## config.mk

```make
export PLATFORM = sky130hd
export DESIGN_NAME = ps2_host_tx
export DESIGN_NICKNAME = d
export VERILOG_FILES = /design/src/rtl/ps2_pkg.sv /design/src/rtl/ps2_sync_edge.sv /design/src/rtl/ps2_host_tx.sv
export SDC_FILE = /design/constraint.sdc
export NUM_CORES = 1
export LEC_CHECK = 0
export CORE_MARGIN = 1
export CORE_UTILIZATION = 40
export CTS_CLUSTER_SIZE = 12
export DETAILED_ROUTE_END_ITERATION = 16
export GPL_TIMING_DRIVEN = 0
export SLEW_MARGIN = 30
export SYNTH_ARGS = -nofsm -noshare
export SYNTH_HDL_FRONTEND = slang
export SYNTH_HIERARCHICAL = 1
export SYNTH_SLANG_ARGS = --single-unit
```

## constraint.sdc

```tcl
create_clock -name clk -period 5.6 [get_ports clk]
set_input_delay 1.12 -clock clk [delete_from_list [all_inputs] [get_ports clk]]
set_output_delay 1.12 -clock clk [all_outputs]
set_load 0.05 [all_outputs]
```

## src/rtl/ps2_pkg.sv

```systemverilog
// Shared types and constants for the PS/2 host-side blocks.
// Latency: n/a (declarations only).
// Backpressure: n/a.
package ps2_pkg;

    typedef enum logic [2:0] {
        IDLE,
        INHIBIT,
        REQ,
        DATA,
        ACK,
        WAIT_IDLE,
        DONE
    } state_t;

    localparam logic [7:0] CMD_SET_LED = 8'hED;
    localparam logic [7:0] CMD_ECHO    = 8'hEE;
    localparam logic [7:0] CMD_RESET   = 8'hFF;
    localparam logic [7:0] RSP_ACK     = 8'hFA;

    // Start bit is held low for this many cycles before the clock is released.
    localparam int REQ_CYCLES = 16;
    // Bits clocked out after the start bit: 8 data, parity, stop.
    localparam int FRAME_BITS = 10;

    // Shift word sent LSB first: {stop, odd parity, data}.
    function automatic logic [9:0] make_word(input logic [7:0] b);
        return {1'b1, ~^b, b};
    endfunction

endpackage

```

## src/rtl/ps2_sync_edge.sv

```systemverilog
// Two-flop synchronizers for PS2Clk/PS2Data plus a PS2Clk falling-edge pulse.
// Latency: 2 cycles line-to-synchronized level; fall pulses on the 3rd cycle.
// Backpressure: none; free-running sampler.
module ps2_sync_edge (
    input  logic i_clk,
    input  logic i_rst,
    input  logic i_ps2_clk,
    input  logic i_ps2_data,
    output logic o_clk_s,
    output logic o_data_s,
    output logic o_fall
);

    logic [1:0] r_clk_sync;
    logic [1:0] r_data_sync;
    logic       r_clk_prev;

    // Sync chains reset to the idle-high line level so reset never fakes an edge.
    always_ff @(posedge i_clk or posedge i_rst) begin
        if (i_rst) begin
            r_clk_sync  <= 2'b11;
            r_data_sync <= 2'b11;
            r_clk_prev  <= 1'b1;
        end else begin
            r_clk_sync  <= {r_clk_sync[0], i_ps2_clk};
            r_data_sync <= {r_data_sync[0], i_ps2_data};
            r_clk_prev  <= r_clk_sync[1];
        end
    end

    assign o_clk_s  = r_clk_sync[1];
    assign o_data_s = r_data_sync[1];
    assign o_fall   = r_clk_prev & ~r_clk_sync[1];

endmodule

```

## src/rtl/ps2_host_tx.sv

```systemverilog
// Host-to-device PS/2 command transmitter (inhibit, request-to-send, frame, ACK).
// Latency: N_INH + 16 cycles to release the clock, then device-paced; done 1 cycle after bus idle.
// Backpressure: start accepted only while ready=1; otherwise ignored and din not re-latched.
module ps2_host_tx #(
    parameter int CLK_FREQ_HZ = 100_000_000,
    parameter int INHIBIT_US  = 100,
    parameter int TIMEOUT_US  = 15000
) (
    input  logic       clk,
    input  logic       rst,
    input  logic       start,
    input  logic [7:0] din,
    output logic       ready,
    output logic       done,
    output logic       err,
    input  logic       ps2_clk_i,
    input  logic       ps2_data_i,
    output logic       ps2_clk_oe,
    output logic       ps2_data_oe
);

    import ps2_pkg::*;

    localparam int N_INH = CLK_FREQ_HZ / 1_000_000 * INHIBIT_US;
    localparam int N_TO  = CLK_FREQ_HZ / 1_000_000 * TIMEOUT_US;
    localparam int N_BIG = (N_INH > N_TO) ? N_INH : N_TO;
    localparam int CW    = $clog2((N_BIG > REQ_CYCLES) ? N_BIG : REQ_CYCLES);

    localparam logic [CW-1:0] INH_LAST = CW'(N_INH - 1);
    localparam logic [CW-1:0] REQ_LAST = CW'(REQ_CYCLES - 1);
    localparam logic [CW-1:0] TO_LAST  = CW'(N_TO - 1);
    localparam logic [3:0]    BIT_LAST = 4'(FRAME_BITS - 1);

    state_t        r_state;
    state_t        w_state_nxt;
    logic [CW-1:0] r_cnt;
    logic [9:0]    r_word;
    logic [3:0]    r_bitcnt;
    logic          r_cur;
    logic          r_nack;
    logic          r_err;
    logic          w_clk_s;
    logic          w_data_s;
    logic          w_fall;
    logic          w_watch;
    logic          w_timeout;
    logic          w_clk_oe;
    logic          w_data_oe;
    logic          w_ready;
    logic          w_done;

    ps2_sync_edge u_sync (
        .i_clk      (clk),
        .i_rst      (rst),
        .i_ps2_clk  (ps2_clk_i),
        .i_ps2_data (ps2_data_i),
        .o_clk_s    (w_clk_s),
        .o_data_s   (w_data_s),
        .o_fall     (w_fall)
    );

    // State register; async reset drops both line drivers immediately.
    always_ff @(posedge clk or posedge rst) begin
        if (rst) r_state <= IDLE;
        else     r_state <= w_state_nxt;
    end

    // Next-state and line/handshake outputs; watchdog expiry forces DONE with error.
    always_comb begin
        w_state_nxt = r_state;
        w_watch     = 1'b0;
        w_timeout   = 1'b0;
        w_clk_oe    = 1'b0;
        w_data_oe   = 1'b0;
        w_ready     = 1'b0;
        w_done      = 1'b0;
        unique case (r_state)
            IDLE: begin
                w_ready = 1'b1;
                if (start) w_state_nxt = INHIBIT;
            end
            INHIBIT: begin
                w_clk_oe = 1'b1;
                if (r_cnt == INH_LAST) w_state_nxt = REQ;
            end
            REQ: begin
                w_clk_oe  = 1'b1;
                w_data_oe = 1'b1;
                if (r_cnt == REQ_LAST) w_state_nxt = DATA;
            end
            DATA: begin
                w_watch   = 1'b1;
                w_data_oe = ~r_cur;
                if (w_fall) begin
                    if (r_bitcnt == BIT_LAST) w_state_nxt = ACK;
                end else if (r_cnt == TO_LAST) begin
                    w_timeout   = 1'b1;
                    w_state_nxt = DONE;
                end
            end
            ACK: begin
                w_watch = 1'b1;
                if (w_fall) begin
                    w_state_nxt = WAIT_IDLE;
                end else if (r_cnt == TO_LAST) begin
                    w_timeout   = 1'b1;
                    w_state_nxt = DONE;
                end
            end
            WAIT_IDLE: begin
                w_watch = 1'b1;
                if (w_clk_s && w_data_s) begin
                    w_state_nxt = DONE;
                end else if (!w_fall && r_cnt == TO_LAST) begin
                    w_timeout   = 1'b1;
                    w_state_nxt = DONE;
                end
            end
            DONE: begin
                w_done      = 1'b1;
                w_state_nxt = IDLE;
            end
            default: w_state_nxt = IDLE;
        endcase
    end

    // Phase timer / watchdog: restarts on every state change and on device clock edges.
    always_ff @(posedge clk or posedge rst) begin
        if (rst) begin
            r_cnt <= '0;
        end else if (w_state_nxt != r_state || r_state == IDLE || (w_watch && w_fall)) begin
            r_cnt <= '0;
        end else begin
            r_cnt <= r_cnt + 1'b1;
        end
    end

    // Frame datapath: latch word on accept, shift one bit per device falling edge, capture ACK.
    always_ff @(posedge clk or posedge rst) begin
        if (rst) begin
            r_word   <= '0;
            r_bitcnt <= '0;
            r_cur    <= 1'b0;
            r_nack   <= 1'b0;
        end else begin
            if (r_state == IDLE && start) r_word <= make_word(din);
            if (r_state == REQ) begin
                r_bitcnt <= '0;
                r_cur    <= 1'b0;
            end else if (r_state == DATA && w_fall) begin
                r_cur    <= r_word[0];
                r_word   <= {1'b0, r_word[9:1]};
                r_bitcnt <= r_bitcnt + 1'b1;
            end
            if (r_state == ACK && w_fall) r_nack <= w_data_s;
        end
    end

    // Result flag changes only as DONE is entered, so it stays valid between pulses.
    always_ff @(posedge clk or posedge rst) begin
        if (rst) r_err <= 1'b0;
        else if (w_state_nxt == DONE && r_state != DONE) r_err <= w_timeout | r_nack;
    end

    assign ready       = w_ready;
    assign done        = w_done;
    assign err         = r_err;
    assign ps2_clk_oe  = w_clk_oe;
    assign ps2_data_oe = w_data_oe;

endmodule

```

# ---- Word-level counts from Yosys, hierarchy flattened
# Index checks and enable logic that the tools add are counted.
# W data, S select, Z words.
dict set report classes {
  n_bitwise 4
  n_addsub 2
  reduce_logical 16
  n_mux 28
  eq_ne 13
}
# op n
set op_table {}
lappend op_table {{$mux W10} 3}
lappend op_table {{$mux W3} 9}
lappend op_table {{$add A21 B1 Y21 const B} 1}
lappend op_table {{$eq A21 B14 Y1 const B} 1}
lappend op_table {{$eq A21 B21 Y1 const B} 1}
lappend op_table {{$eq A21 B4 Y1 const B} 1}
lappend op_table {{$mux W21} 1}
lappend op_table {{$pmux W3 S6} 1}
lappend op_table {{$eq A3 B3 Y1 const B} 4}
lappend op_table {{$mux W1} 10}
lappend op_table {{$mux W4} 2}
lappend op_table {{$reduce_xnor A8 Y1} 1}
lappend op_table {{$logic_and A1 B1 Y1} 7}
lappend op_table {{$eq A3 B2 Y1 const B} 2}
lappend op_table {{$add A4 B1 Y4 const B} 1}
lappend op_table {{$eq A4 B4 Y1 const B} 1}
lappend op_table {{$pmux W1 S2} 2}
lappend op_table {{$reduce_or A2 Y1} 2}
lappend op_table {{$eq A3 B1 Y1 const B} 1}
lappend op_table {{$logic_not A3 Y1} 1}
lappend op_table {{$ne A3 B3 Y1} 1}
lappend op_table {{$ne A3 B3 Y1 const B} 1}
lappend op_table {{$reduce_or A3 Y1} 1}
lappend op_table {{$logic_or A1 B1 Y1} 2}
lappend op_table {{5 further kinds} 6}
dict set report totals {
  regBits 46
  output_inout_bits 5
}

# ---- Longest topological paths before layout
dict set report depth {
  word_depth 11
  depth_mapped 9
  mapped_depth_nobuf 8
}

# ---- By module
# The synthesis kept the hierarchy.
# mod area_per_inst_um2 seq_area_each_um2 n_inst cells_each
set by_module_without_submodules {}
lappend by_module_without_submodules {ps2_host_tx 2311.0 1026.0 1 244}
lappend by_module_without_submodules {ps2_sync_edge 148.9 131.4 1 7}

# ---- Least setup slack after synthesis
# No wires, ideal clock.
dict set report synth_path {
  kind {register to output}
  start {reg r_state[1]}
  end {out done}
  path_stages_with_launch 4
  t_arrival_ns 1.789
  required_time_ns 4.480
  setup_slack_ns 2.691
  n_path_buf 1
  cell_sequence {dfrtp_1 -> clkbuf_1 -> inv_1 -> nor3b_1}
}
dict set report synth_between {
  elab_chain_cells 2
}
# element line_no
set synth_rtl {}
lappend synth_rtl {{start, declared} ps2_host_tx.sv:34} ;# state_t r_state;
lappend synth_rtl {{start signal, assigned} ps2_host_tx.sv:65} ;# else r_state <= w_state_nxt;
lappend synth_rtl {{$eq A3 B3 Y1} ps2_host_tx.sv:77} ;# unique case (r_state)
lappend synth_rtl {{$mux W1} ps2_host_tx.sv:77}
lappend synth_rtl {{end, declared} ps2_host_tx.sv:14} ;# output logic done,
# Every way passes these cells.

# ---- Worst setup path in the final report
dict set report layout_path {
  start {reg r_state[1]}
  end {out ps2_data_oe}
}
dict set report layout_between {
  elab_chain_cells 2
  word_cells_on_any_way 3
  cone_classes {eq/ne: 2; mux: 1}
}
# element line_no
set layout_rtl {}
lappend layout_rtl {{$eq A3 B2 Y1} ps2_host_tx.sv:77}
lappend layout_rtl {{$pmux W1 S2 (*)} ps2_host_tx.sv:77}
lappend layout_rtl {{end, declared} ps2_host_tx.sv:19} ;# output logic ps2_data_oe
# Every way passes the cells marked *; elsewhere a longest branch is shown, timed or not.

==> impl_metrics.py <==
metrics = {
    "status": {
        "status": "complete, no violations",
    },
    "global_route": {
        "grt_max_degree": 24,
        "grt_usage": 0.158,
        "grt-ovfl-total": 0,
        "grt_pass1_vias": 1689,
        "use_met3": 0.0409,
        "grt_use_met2": 0.240,
        "grtUsageMet1": 0.219,
        "antenna_found_initial": 0,
        "grt_pass1_wl_um": 7870,
        "top_usage_layer": "met2",
    },
    "floorplanning": {
        "start_util": 0.415,
        "io_pins": 18,
        "fp-row-count": 28,
        "die-area_sq_um": 6470,
        "die_w_um": 80.4,
        "core_region_area_sq_um": 5920,
        "die_y_um": 80.4,
    },
    "timing": {
        "tightest_slew_ns": 0.664,
        "max_freq_mhz": 287,
        "hold_viol_final": 0,
        "period_share": 0.623,
        "slew_headroom": 0.557,
        "slew_viol_final": 0,
        "setup_viol": 0,
        "fin_worst_skew_ns": 0.0105,
        "rsz0062_at_grt": "no",
        "setup_slack_ns": 2.11,
        "period_needed_ns": 3.49,
        "tns_ns": 0,
    },
    "drt": {
        "firstDrtPassIters": 4,
        "routedWlPerCell_um": 13.2,
        "wirelength_um": 4640,
        "drt_iter0_markers": 71,
        "ant_nets": 0,
        "drc_errors": 0,
        "via_count": 1857,
        "via_per_inst": 5.28,
    },
    "clocking": {
        "post_cts_resized": 0,
        "cts.path.max_buffers": 2,
        "htreeDepth": 2,
        "cts_sinks": 46,
        "cts_made_buffers": 5,
        "cts_tree": "done",
        "clk_latency_ns": 0.30,
        "cts.reportedPaths.clkPinSlew_ns": 0.09,
        "post_cts_buffers": 0,
        "cts_hold_buf": 0,
        "cts_root_buf": "clkbuf_8",
    },
    "critical_path": {
        "path_max_fanout": 10,
        "worstSetupEndpointType": "output port",
        "critPathKind": "reg -> out",
        "start_kind": "flop",
        "cp.arrival_ns": 2.37,
        "critical_path_required_ns": 4.48,
        "rrSetupSlack_ns": 2.80,
    },
    "placed_design": {
        "dp_hpwl_um": 3350,
        "place_congestion": 0.776,
        "preCtsSetupSlack_ns": 2.47,
        "dpl-instance-area_sq_um": 2750,
        "port_buffers": 17,
    },
    "logic_synthesis": {
        "synth_edf_count": 0,
        "ys_ff_latch": 46,
        "ys_async_sr_fraction": 1.00,
        "synth.distinct_cells": 52,
        "yosys.area.top_type_share": 0.417,
        "ys_warn_count": 6,
        "seq_area_frac_synth": 0.470,
        "syn_area_sq_um": 2460,
        "netlist_instances": 251,
        "yosysTopAreaCell": "dfrtp_1",
        "synthFlopType": "dfrtp_1",
        "syn_avg_cell_area_sq_um": 9.80,
        "ys_top_cells_by_area": "dfrtp_1, nor2_1, xnor2_1",
        "synth_nets": 267,
    },
    "cells_and_area": {
        "multi_input_comb_area_sq_um": 1190,
        "fill_cells": 569,
        "nNetsFinal": 292,
        "insertedDiodeCount": 0,
        "drive_gt1_frac": 0.119,
        "seq_area_sq_um": 1160,
        "area_growth_pct": 16.3,
        "design_area_sq_um": 2860,
    },
    "job": {
        "cap_violations": 0,
    },
    "power": {
        "p_leak_nw": 1.21,
        "p_total_uw": 771,
        "p_per_area_nw_per_um2": 270,
        "vdd_drop_max_v": 0.000102,
    },
    "min_path": {
        "hold_path_class": "reg -> reg",
    },
}
-- cell usage in the layout (no fill, tap or decap), types with 4 or more instances in the layout --
cell and instances:
a21oi_1 13, a22o_1 4, and3_1 4, buf_6 4
clkbuf_1 8, clkbuf_8 5, clkdlybuf4s50_1 17, dfrtp_1 41
dfstp_2 5, inv_1 6, mux2i_1 9, nand2_1 12
nand3_1 12, nand4_1 6, nor2_1 39, nor3_1 7
o21ai_0 5, or4_1 4, xnor2_1 16, xor2_1 11
-- cells by family (layout without fill, tap and decap cells) --
logic type	after synthesis	count (layout)	share of synthesized area
adder cells (fa/ha/maj)	3	3	0.0153
flip-flops	46	46	0.470
AO/OA/AOI/OAI	37	37	0.0992
buffers and inverters	20	46	0.0437
AND/OR/NAND/NOR	107	107	0.229
multiplexers	11	11	0.0458
XOR/XNOR	27	27	0.0961
-- routing by layer --
layer,share of wire,vias to the layer above
li1,-,935
met1,0.51,886
met2,0.44,30
met3,0.033,6
met4,0.010,0
met5,0,-
-- worst paths after layout --
| check | from | to | depth (start not counted) |
|---|---|---|---|
| min in group asynchronous | rst | err | 2 |
| worst min-delay path | u_sync/r_data_sync[0] | u_sync/r_data_sync[1] | 0 |
| worst max-delay path | r_state[1] | ps2_data_oe | 5 |
| worst max register to register | r_cnt[5] | r_cnt[12] | 7 |
| max in group asynchronous | rst | r_cnt[8] | 3 |
| worst min register to register | u_sync/r_data_sync[0] | u_sync/r_data_sync[1] | 0 |
-- flip-flops by register name, indices dropped and copies added (netlist names) --
register and count:
u_sync/r_data_sync 2, err 1, r_cnt 21, u_sync/r_clk_sync 2
r_state 3, r_nack 1, r_cur 1, r_word 10
u_sync/r_clk_prev 1, r_bitcnt 4
-- worst max-delay path: stages, from the launching register on --
cell             delay (ns)
dfrtp_1                0.33
clkbuf_1               0.32
nand2b_1               0.17
clkbuf_1               0.25
a21oi_1                0.18
clkdlybuf4s50_1        0.82
-- through the flow --
step,cells,hold WS (ns),utilization
after global placement,343,0.346,0.460
final,352,0.359,0.483
after detailed placement,344,0.347,0.465
after CTS,352,0.361,0.483
after global routing,352,0.367,0.483
after floorplan,251,0.345,-
-- synth_stat cells, types with 2 or more instances --
master,n
a21oi_1,13
a22o_1,4
and3_1,4
buf_2,2
buf_6,4
clkbuf_1,7
dfrtp_1,41
dfstp_2,5
ha_1,3
inv_1,7
mux2_2,2
mux2i_1,9
nand2_1,12
nand2b_1,3
nand3_1,12
nand4_1,6
nor2_1,39
nor3_1,7
nor3b_1,3
o21ai_0,5
o22ai_1,2
or3_2,2
or4_1,4
or4_4,2
xnor2_1,16
xor2_1,11
-- report_power, final --
part | switching (mW) | internal (mW) | total, mW
clock | 0.114 | 0.133 | 0.247
combinational | 0.0608 | 0.0641 | 0.125
sequential | 0.0246 | 0.375 | 0.400
-- layout make-up --
class                           instances  area share
Tap cell                               75      0.0328
Buffer                                 13      0.0284
Timing Repair Buffer                   18      0.0691
Clock inverter                          2      0.0131
Inverter                                7     0.00918
Sequential cell                        46       0.404
Multi-Input combinational cell        185       0.418
Clock buffer                            6      0.0254
No activity file was read; power rests on OpenSTA's default activity.
